==> src/rtl/pip_frame_stage_if.sv <==
// AXI-Stream beat bundle used on both sides of pip_frame_stage.
// master drives the beat and receives back-pressure; slave is the mirror.
interface pip_frame_stage_if #(
  parameter int unsigned DATA_W = 256
);
  localparam int unsigned KEEP_W = DATA_W / 8;

  logic [DATA_W-1:0] tdata;
  logic [KEEP_W-1:0] tkeep;
  logic              tvalid;
  logic              tlast;
  logic              tready;

  modport master (
    output tdata,
    output tkeep,
    output tvalid,
    output tlast,
    input  tready
  );

  modport slave (
    input  tdata,
    input  tkeep,
    input  tvalid,
    input  tlast,
    output tready
  );
endinterface

==> src/rtl/pip_frame_stage.sv <==
// Frame-gated AXI-Stream register pipeline: DEPTH full-throughput stages, an input
// gate that closes after each accepted frame until start, and output frame counting.
module pip_frame_stage #(
  parameter int unsigned DATA_W = 256,
  parameter int unsigned KEEP_W = DATA_W / 8,
  parameter int unsigned DEPTH  = 2,
  parameter int unsigned CNT_W  = 16
) (
  input  logic             aclk,
  input  logic             nrst,
  pip_frame_stage_if.slave  s_axis,
  pip_frame_stage_if.master m_axis,
  input  logic             start,
  output logic             gate_open,
  output logic             frame_done,
  output logic [CNT_W-1:0] frame_cnt
);

  localparam int unsigned LAST = DEPTH - 1;

  // Elaboration-time guard on the legal parameter space.
  if ((DATA_W < 8) || (DATA_W > 1024) || ((DATA_W % 8) != 0)) begin : g_bad_data_w
    $error("pip_frame_stage: DATA_W must be a multiple of 8 in 8..1024");
  end
  if ((DEPTH < 1) || (DEPTH > 8)) begin : g_bad_depth
    $error("pip_frame_stage: DEPTH must be in 1..8");
  end
  if (KEEP_W != (DATA_W / 8)) begin : g_bad_keep_w
    $error("pip_frame_stage: KEEP_W must equal DATA_W/8");
  end

  typedef enum logic {
    ST_OPEN   = 1'b0,
    ST_CLOSED = 1'b1
  } gate_t;

  gate_t             gate_q;
  logic              run_q;
  logic              s_hs;
  logic              m_hs;
  logic [DEPTH-1:0]  can_load;
  logic [DEPTH-1:0]  stg_vld;
  logic [DATA_W-1:0] stg_data [DEPTH];
  logic [KEEP_W-1:0] stg_keep [DEPTH];
  logic              stg_last [DEPTH];

  // A stage may load when it is empty or its content moves on this same cycle.
  always_comb begin
    can_load       = '0;
    can_load[LAST] = ~stg_vld[LAST] | m_axis.tready;
    for (int k = int'(DEPTH) - 2; k >= 0; k--) begin
      can_load[k] = ~stg_vld[k] | can_load[k+1];
    end
  end

  assign s_axis.tready = run_q & (gate_q == ST_OPEN) & can_load[0];
  assign s_hs          = s_axis.tvalid & s_axis.tready;
  assign m_hs          = m_axis.tvalid & m_axis.tready;

  for (genvar k = 0; k < DEPTH; k++) begin : g_stage
    logic              nxt_vld;
    logic [DATA_W-1:0] nxt_data;
    logic [KEEP_W-1:0] nxt_keep;
    logic              nxt_last;
    logic              vld_q;
    logic [DATA_W-1:0] data_q;
    logic [KEEP_W-1:0] keep_q;
    logic              last_q;

    if (k == 0) begin : g_head
      assign nxt_vld  = s_hs;
      assign nxt_data = s_axis.tdata;
      assign nxt_keep = s_axis.tkeep;
      assign nxt_last = s_axis.tlast;
    end else begin : g_body
      assign nxt_vld  = stg_vld[k-1];
      assign nxt_data = stg_data[k-1];
      assign nxt_keep = stg_keep[k-1];
      assign nxt_last = stg_last[k-1];
    end

    // Loading a bubble (nxt_vld=0) is how a stage empties.
    always_ff @(posedge aclk or negedge nrst) begin
      if (!nrst) begin
        vld_q  <= 1'b0;
        data_q <= '0;
        keep_q <= '0;
        last_q <= 1'b0;
      end else if (can_load[k]) begin
        vld_q  <= nxt_vld;
        data_q <= nxt_data;
        keep_q <= nxt_keep;
        last_q <= nxt_last;
      end
    end

    assign stg_vld[k]  = vld_q;
    assign stg_data[k] = data_q;
    assign stg_keep[k] = keep_q;
    assign stg_last[k] = last_q;
  end

  assign m_axis.tvalid = stg_vld[LAST];
  assign m_axis.tdata  = stg_data[LAST];
  assign m_axis.tkeep  = stg_keep[LAST];
  assign m_axis.tlast  = stg_last[LAST];

  // Input gate; run_q keeps s_tready low until the first edge out of reset.
  always_ff @(posedge aclk or negedge nrst) begin
    if (!nrst) begin
      gate_q <= ST_OPEN;
      run_q  <= 1'b0;
    end else begin
      run_q <= 1'b1;
      case (gate_q)
        ST_OPEN: begin
          // A start coinciding with the closing beat keeps the gate open.
          if (s_hs && s_axis.tlast && !start) begin
            gate_q <= ST_CLOSED;
          end
        end
        ST_CLOSED: begin
          if (start) begin
            gate_q <= ST_OPEN;
          end
        end
        default: gate_q <= ST_OPEN;
      endcase
    end
  end

  assign gate_open = (gate_q == ST_OPEN);

  // Completed-frame pulse and wrapping counter, one cycle after the tlast handshake.
  always_ff @(posedge aclk or negedge nrst) begin
    if (!nrst) begin
      frame_done <= 1'b0;
      frame_cnt  <= '0;
    end else begin
      frame_done <= m_hs & m_axis.tlast;
      if (m_hs && m_axis.tlast) begin
        frame_cnt <= frame_cnt + CNT_W'(1);
      end
    end
  end

endmodule

==> src/flat_wrapper.sv <==
// flat-port wrapper written by rule: the top's interface ports become plain ports
module pip_frame_stage_flat 
#(
  parameter int unsigned DATA_W = 256,
  parameter int unsigned KEEP_W = DATA_W / 8,
  parameter int unsigned DEPTH  = 2,
  parameter int unsigned CNT_W  = 16
)
  (aclk, nrst, start, gate_open, frame_done, frame_cnt, s_axis_tdata, s_axis_tkeep, s_axis_tvalid, s_axis_tlast, s_axis_tready, m_axis_tdata, m_axis_tkeep, m_axis_tvalid, m_axis_tlast, m_axis_tready);
  pip_frame_stage_if #(.DATA_W(DATA_W)) s_axis_i ();
  pip_frame_stage_if #(.DATA_W(DATA_W)) m_axis_i ();
  input  logic aclk;
  input  logic nrst;
  input  logic start;
  output logic gate_open;
  output logic frame_done;
  output logic [CNT_W-1:0] frame_cnt;
  input wire logic [$bits(s_axis_i.tdata)-1:0] s_axis_tdata;
  input wire logic [$bits(s_axis_i.tkeep)-1:0] s_axis_tkeep;
  input wire logic [$bits(s_axis_i.tvalid)-1:0] s_axis_tvalid;
  input wire logic [$bits(s_axis_i.tlast)-1:0] s_axis_tlast;
  output wire logic [$bits(s_axis_i.tready)-1:0] s_axis_tready;
  output wire logic [$bits(m_axis_i.tdata)-1:0] m_axis_tdata;
  output wire logic [$bits(m_axis_i.tkeep)-1:0] m_axis_tkeep;
  output wire logic [$bits(m_axis_i.tvalid)-1:0] m_axis_tvalid;
  output wire logic [$bits(m_axis_i.tlast)-1:0] m_axis_tlast;
  input wire logic [$bits(m_axis_i.tready)-1:0] m_axis_tready;
  assign s_axis_i.tdata = s_axis_tdata;
  assign s_axis_i.tkeep = s_axis_tkeep;
  assign s_axis_i.tvalid = s_axis_tvalid;
  assign s_axis_i.tlast = s_axis_tlast;
  assign s_axis_tready = s_axis_i.tready;
  assign m_axis_tdata = m_axis_i.tdata;
  assign m_axis_tkeep = m_axis_i.tkeep;
  assign m_axis_tvalid = m_axis_i.tvalid;
  assign m_axis_tlast = m_axis_i.tlast;
  assign m_axis_i.tready = m_axis_tready;
  pip_frame_stage #(.DATA_W(DATA_W), .KEEP_W(KEEP_W), .DEPTH(DEPTH), .CNT_W(CNT_W)) u_core (.aclk(aclk), .nrst(nrst), .s_axis(s_axis_i), .m_axis(m_axis_i), .start(start), .gate_open(gate_open), .frame_done(frame_done), .frame_cnt(frame_cnt));
endmodule
==> config.mk <==
export PLATFORM = sky130hd
export DESIGN_NAME = pip_frame_stage_flat
export DESIGN_NICKNAME = d
export VERILOG_FILES = /design/src/rtl/pip_frame_stage_if.sv /design/src/rtl/pip_frame_stage.sv /design/src/flat_wrapper.sv
export SDC_FILE = /design/constraint.sdc
export NUM_CORES = 1
export LEC_CHECK = 0
export ABC_AREA = 0
export CORE_AREA = 2 2 235 237
export DETAILED_ROUTE_END_ITERATION = 7
export DIE_AREA = 0 0 237 239
export DONT_BUFFER_PORTS = 1
export PLACE_DENSITY_LB_ADDON = 0.2
export SLEW_MARGIN = 5
export SYNTH_ARGS = -nofsm -noshare
export SYNTH_HDL_FRONTEND = slang
export SYNTH_SLANG_ARGS = --single-unit
export TNS_END_PERCENT = 20
==> constraint.sdc <==
create_clock -name aclk -period 1.9 [get_ports aclk]
set_input_delay 0.38 -clock aclk [delete_from_list [all_inputs] [get_ports aclk]]
set_output_delay 0.38 -clock aclk [all_outputs]
set_load 0.02 [all_outputs]
-- Yosys cells after proc, flatten, opt, wreduce, memory -nomap -nowiden
Index checks and enable logic that the tools add are counted.
W data, S select, Z words.
- input bits: 294
- output and inout bits: 309
- logic and storage cells: 30
- register bits after elaboration: 599
- reduce and logical (&&, ||, !) cells: 4
- bitwise gates (word level): 10
- add/subtract/negate cells: 1
- multiplexer cells: 3
- operators by type and width (operator ; count):
    $add A16 B1 Y16 const B ; 1
    $and A1 B1 Y1 ; 5
    $logic_and A1 B1 Y1 ; 3
    $not A1 Y1 ; 3
    $mux W1 ; 2
    $or A1 B1 Y1 ; 2
    $pmux W1 S2 ; 1
    $logic_not A1 Y1 ; 1

-- Longest topological paths before layout
Gate-level depths: netlist (run 1).
- depth after elaboration: 9
- depth in mapped cells: 6
- gate-level depth less buffers: 4

-- Worst setup path before layout (run 1)
Ideal clock, no wire load.
- path type: register -> output
- start point: register u_core.g_stage[1].vld_q (netlist: u_core.m_axis.tvalid)
- end point: output s_axis_tready
- required time: 1.520 ns
- stages on the path, launching flop included: 6
- setup slack: 0.153 ns
- data arrival time: 1.367 ns
- path buffers: 2
- cell sequence: dfrtp_1 and2b_1 nand2_1 buf_6 buf_6 and3_1
- longest elaborated chain between the ends: 4
- RTL lines (what ; RTL line ; text):
    start: declaration ; pip_frame_stage.sv:65 ; logic vld_q;
    start signal: assignment ; pip_frame_stage.sv:90 ; vld_q <= nxt_vld;
    $not A1 Y1 ; pip_frame_stage.sv:50 ; can_load[LAST] = ~stg_vld[LAST] | m_axis.tready;
    $or A1 B1 Y1 ; pip_frame_stage.sv:50 ;
    $or A1 B1 Y1 ; pip_frame_stage.sv:52 ; can_load[k] = ~stg_vld[k] | can_load[k+1];
    $and A1 B1 Y1 ; pip_frame_stage.sv:56 ; assign s_axis.tready = run_q & (gate_q == ST_OPEN) & can_load[0];
    end: declaration ; flat_wrapper.sv:22 ; output wire logic [$bits(s_axis_i.tready)-1:0] s_axis_tready;
Every way passes these cells.

==> metrics, run 1 <==
status finished with violations; violated checks negative hold slack, max-slew violations, negative setup slack; pre-CTS WS 0.173 ns; core footprint 54300 um^2; synth-to-layout area growth 25.7%; Avg Synthesized Cell Area 11.8 um^2; Congestion Overflow GR 0; clock power share 38.2%; DRC errors left 0; area of the multi-input gates 6880 um^2; vias in the first global route 15200; CTS Buf Count 60; Mapped Area 22500 um^2; die extent in x 237 um; sequential element share of the synthesized area 66.6%; DRT antenna net count 0; initial antenna violation count 3; cts hold-fix bufs 291; worst min path class primary input to asynchronous set/reset pin; gp weighted congestion 0.834; DR WL/cell 19.4 um; final hold viol count 250; Synth Net Count 2199; drt first pass iters 5; Reg area 15000 um^2; worst skew pair latency 0.60 ns; Area contributors post-synth dfrtp_1, nand2_1, mux2_2; top cells by count, synth nand2_1, dfrtp_1, mux2_2; endpoints failing setup 178; Yosys reg bits 599; Fin Hold WS -0.505 ns; clk buf depth 3; final layout net count 2508; P_sw 8.26 mW; WL final 57.7 mm; Synth top area share 66.6%; most common cell in the netlist nand2_1; crit share post-route 108%; Final HPWL DP 38.5 mm; Final Core Density 52.0%; TritonCTS clock tree done; Peak VDD IR 0.739 mV; Die H 239 um; crit path DAT 2.01 ns; count of max-cap constraint violations 0; Final Slew Violations 437; I/O pin cnt 603; f_max 0.486 GHz; Worst Clk Skew 0.0179 ns; pwr dens 1080 nW/um^2; RSZ-0062 raised after global routing true; number of sinks on the clock net 599; fillers 4698; Critical Path Fanout Max 599; crit path kind primary input to asynchronous set/reset pin; Seq pwr share 53.1%; CP Launch Type primary input; Switching Share 27.1%; total number of vias 14400; Vias/cell 4.85; worst relative slew slack -118%; worst setup margin -0.156 ns; fraction of layout cells with a size suffix above 1 19.7%; initial drt markers 983; GRT Overall Usage 20.1%; H-tree levels 2; EDFF count, synth 0; Final Critical Period 2.06 ns; cell count after synthesis 1904; non-filler cells, final 2968; Worst setup EP type asynchronous set/reset pin; Synth Flop Type dfrtp_1; Setup TNS -17.26 ns; IO buf count 0; logic gate share of total power 8.7%; Synth cell types 25; # rows 86; CTS clk-pin slew, worst paths 0.06 ns; first-pass GRT wire length 88.4 mm; Ys Warns 0; WP data required 1.86 ns; Slew @ Worst Pin 3.27 ns; DIE AREA 56600 um^2; LEAKAGE 13.5 nW; Power Internal 22.2 mW; Initial Util 41.4%; largest net degree at the start of global routing 600; Async SR Flop Fraction 100%; placed cell count 2559; Root Driver clkbuf_16; Synth area leader dfrtp_1
-- metrics by stage --
stage	cell area [um^2]	power, mW	hold WS (ns)
after floorplan	22500	17.6	0.0844
after detailed placement	23300	18.5	0.100
final	28300	30.5	-0.505
after CTS	28300	30.8	-0.555
after global placement	23300	18.4	0.101
after global routing	28300	31.8	-0.547
-- worst paths after layout --
kind	start	end	slack, ns	cells past startpoint
setup / recovery	nrst	u_core.g_stage[0].data_q[195]	-0.16	0
hold / removal	nrst	u_core.m_axis.tdata[135]	-0.51	0
setup reg to reg	u_core.m_axis.tvalid	u_core.g_stage[0].data_q[39]	0.14	5
hold reg to reg	u_core.g_stage[0].data_q[195]	u_core.m_axis.tdata[195]	0.46	2
max in group aclk	u_core.m_axis.tvalid	s_axis_tready	0.05	3
min in group aclk	m_axis_tready	u_core.frame_done	0.23	2
-- metal layers --
metal	GRT usage, %	share of wire (%)
met3	7.21	8.5
met5	0	0
met2	34.4	50
met4	6.50	2.7
met1	23.4	38
-- cell families (layout without fill, tap and decap cells) --
family | count (synthesis) | after routing | synth area share [%]
flip-flops | 599 | 599 | 66.6
buffers and inverters | 100 | 457 | 2.90
AO/OA/AOI/OAI | 2 | 2 | 0.0667
XOR/XNOR | 15 | 15 | 0.617
AND/OR/NAND/NOR | 896 | 896 | 15.2
adder cells (fa/ha/maj) | 1 | 1 | 0.0556
other | 1 | 4 | 0.0167
multiplexers | 290 | 290 | 14.5
-- layout by cell type, fill, tap and decap left out, drive strengths merged, types with 4 or more instances in the layout --
cell,Yosys,layout
clkinvlp,0,4
dfrtp,599,599
and3,4,4
clkbuf,35,92
nand3,4,4
dlygate4sd3,0,291
buf,63,53
xnor2,13,13
clkinv,0,11
nand4,7,7
nand2,872,872
mux2,290,290
-- power groups by stage --
stage	logic, mW	registers, mW	clock network [mW]
final	2.65	16.2	11.6
after detailed placement	2.15	16.4	0
after global routing	2.98	16.3	12.5
after global placement	2.06	16.4	0
after CTS	2.69	16.2	12.0
after floorplan	1.63	15.9	0
-- repair_timing --
| item | in CTS | in global routing |
|---|---|---|
| gates resized for setup | 2 | 0 |
| gates cloned | 1 | 0 |
| buffers inserted | 4 | 1 |
| pin swaps | 1 | 0 |
| endpoints found under the hold margin | 890 | 599 |
| endpoints found under the setup margin | 1 | 13 |
-- registers in the layout, indices dropped and copies added, names as in the netlist, 16 cells and up --
signal                 cells
u_core.g_stage.data_q    256
u_core.m_axis.tdata      256
u_core.m_axis.tkeep       32
u_core.g_stage.keep_q     32
u_core.frame_cnt          16
-- layout make-up --
cell class	count	share of cell area, %
Sequential cell	599	53.0
Inverter	2	0.0265
Multi-Input combinational cell	1205	24.3
Antenna cell	3	0.0265
Clock buffer	92	6.38
Timing Repair Buffer	345	12.6
Tap cell	704	3.12
Clock inverter	18	0.544
Note: power is estimated with default switching activity, not from simulation.
==> run 2, diff against run 1 <==
SLEW_MARGIN = 10   (was 5)
==> results of run 2 <==
Same layout as run 1: the final DEF is identical, and so are final timing and power.
==> run 3, diff against run 2 <==
CORE_AREA = 2 2 233 235   (was 2 2 235 237)
DIE_AREA = 0 0 235 237   (was 0 0 237 239)
DONT_BUFFER_PORTS = unset   (was 1)
==> run 3 against run 2 <==
  * The flow finishes with violations (negative setup slack)
  * First-iteration DRC count down 35%
  * Via count is 9.7% higher
  * Die area decreased by 1.7%
  * Sequential share of layout area shrank 5.3 points
  * Final cell count increased by 11%
  * Utilization is 6.9 points higher
  * Critical path depth up 4
  * Routed wire length grew 6.1%
==> metrics, run 3 (synthesized netlist as in run 1, its figures left out) <==
WL final 61.2 mm (+6.1%); TritonCTS clock tree done; RR Endpoint u_core.g_stage[0].data_q[28]; worst skew pair latency 0.59 ns (about the same); status finished with violations; crit path DAT 1.55 ns (-0.46 ns); LEAKAGE 15.3 nW (+14%); Final Slew Violations 0 (-100%); CTS Buf Count 66 (+10%); gp weighted congestion 0.816 (-2.2%); pwr dens 1030 nW/um^2 (-4.1%); area of the multi-input gates 6880 um^2 (unchanged); busiest grt layer met2; crit share post-route 102% (-6.5 points); clk buf depth 3 (unchanged); first-pass GRT wire length 95.2 mm (+7.7%); CTS clk-pin slew, worst paths 0.05 ns (about the same); met3 Use GR 8.64% (+1.4 points); global-route track usage on met2 35.9% (+1.5 points); DRT antenna net count 0 (unchanged); Final Critical Period 1.93 ns (-0.124 ns); CP Launch Type flop; Worst Clk Skew 0.0211 ns (+0.00325 ns); worst min path class primary input to asynchronous set/reset pin; drt first pass iters 4 (-1); DR WL/cell 18.6 um (-4.3%); Root Driver clkbuf_16; count of max-cap constraint violations 0 (unchanged); placed cell count 3171 (+24%); GRT Overall Usage 22.1% (+2.0 points); Vias/cell 4.80 (-1.1%); Initial Util 42.2% (+0.82 points); violated checks negative setup slack; Peak VDD IR 0.700 mV (-5.3%); final layout net count 2839 (+13%); initial drt markers 637 (-35%); worst setup margin -0.0313 ns (+0.124 ns); commonest non-fill, non-tap cells in the layout nand2_1, dfrtp_1, dlygate4sd2_1, clkdlybuf4s50_1, mux2_2; die extent in x 235 um (-0.84%); final hold viol count 0 (-100%); Worst setup EP type output port; I/O pin cnt 603 (unchanged); commonest non-fill, non-tap cell in the layout nand2_1; DIE AREA 55700 um^2 (-1.7%); total number of vias 15800 (+9.7%); Die H 237 um (-0.84%); Slew @ Worst Pin 0.808 ns (-2.46 ns); fraction of layout cells with a size suffix above 1 18.0% (-1.6 points); # rows 85 (-1.2%); Post-CTS Setup Bufs 0 (-4); H-tree levels 3 (+1); Congestion Overflow GR 0 (unchanged); non-filler cells, final 3291 (+11%); vias in the first global route 16300 (+7.4%); largest net degree at the start of global routing 146 (-76%); Final Core Density 59.0% (+6.9 points); DRC errors left 0 (unchanged); endpoints failing setup 1 (-99%); synth-to-layout area growth 39.7%; Reg area 15000 um^2 (unchanged); RSZ-0062 raised after global routing true; fillers 4449 (-5.3%); IO buf count 602 (+602); f_max 0.518 GHz (+6.4%); Worst R2R Start u_core.m_axis.tvalid; Final HPWL DP 43.5 mm (+13%); GRT met1 Usage 26.3% (+2.9 points); initial antenna violation count 13 (+10); FF-to-FF setup slack 0.14 ns (about the same); number of sinks on the clock net 599 (unchanged); Critical Path Fanout Max 2 (-99.7%); Reg2Reg Depth 6 (+1); crit path kind flop to output port; WP data required 1.52 ns (-0.34 ns); worst relative slew slack 46.2% (+160 points); core footprint 53300 um^2 (-1.9%)
## run 3: cell count changes in the layout (fill, tap and decap cells not counted), sizes merged
cell	change
dlygate4sd2	+303
clkdlybuf4s50	+292
dlygate4sd3	-290
buf	+16
clkinv	+4
clkbuf	+3
clkdlybuf4s15	+3
clkinvlp	-3
diode	+3
bufbuf	-1
inv	+1
## run 3: area by class of cell
type / count / area share, %
clock inverter: 20 / 0.546
multi-input combinational: 1205 / 21.9
timing repair buffer: 670 / 21.0
sequential: 599 / 47.7
inverter: 2 / 0.0239
antenna: 6 / 0.0478
tap: 696 / 2.77
clock buffer: 93 / 6.07
## run 3: what timing repair did
item | CTS | global route
resized for setup | 318 | 6
endpoints found under the hold margin | 120 | 0
pin swaps | 0 | 1
endpoints found under the setup margin | 309 | 4
hold buffers | 1 | 0
## run 3: worst max-delay path, cell delays in order (launching register included)
cell     delay, ns
dfrtp_1       0.41
and2b_4       0.19
nand2_4       0.05
and3_4        0.19
buf_6         0.11
## run 3: metal layers
metal	wire, um	part of all wire, %
met1	24200	39
met5	102	0.17
met3	5160	8.4
met4	2220	3.6
met2	29600	48
## run 3: report_power, final
part | switching (mW) | leakage [nW] | internal, mW
Sequential | 0.707 | 7.08 | 14.1
Combinational | 3.10 | 7.24 | 2.33
Clock | 5.00 | 1.03 | 7.26
Total | 8.81 | 15.3 | 23.7
## run 3: worst max path at each step
stage | from | end | slack (ns) | cells after the start
after floorplan | u_core.m_axis.tvalid | s_axis_tready | 0.15 | 5
after global placement | m_axis_tready | s_axis_tready | -0.49 | 5
after detailed placement | m_axis_tready | s_axis_tready | -0.51 | 5
after CTS | u_core.m_axis.tvalid | s_axis_tready | -0.10 | 4
after global routing | u_core.m_axis.tvalid | s_axis_tready | -0.09 | 4
final | u_core.m_axis.tvalid | s_axis_tready | -0.03 | 4
## run 3: per-stage QoR
stage	setup WS, ns	setup TNS (ns)	hold slack (ns)	power, mW	cell area, um^2
4_1_cts	-0.102	-0.102	0.234	32.9	31400
6_report	-0.0313	-0.0313	0.261	32.5	31400
3_5_place_dp	-0.506	-188.93	0.281	21.1	29700
2_1_floorplan	0.153	0	0.0844	17.6	22500
3_3_place_gp	-0.494	-178.65	0.276	21.0	29700
5_1_grt	-0.0897	-0.0897	0.259	34.0	31400
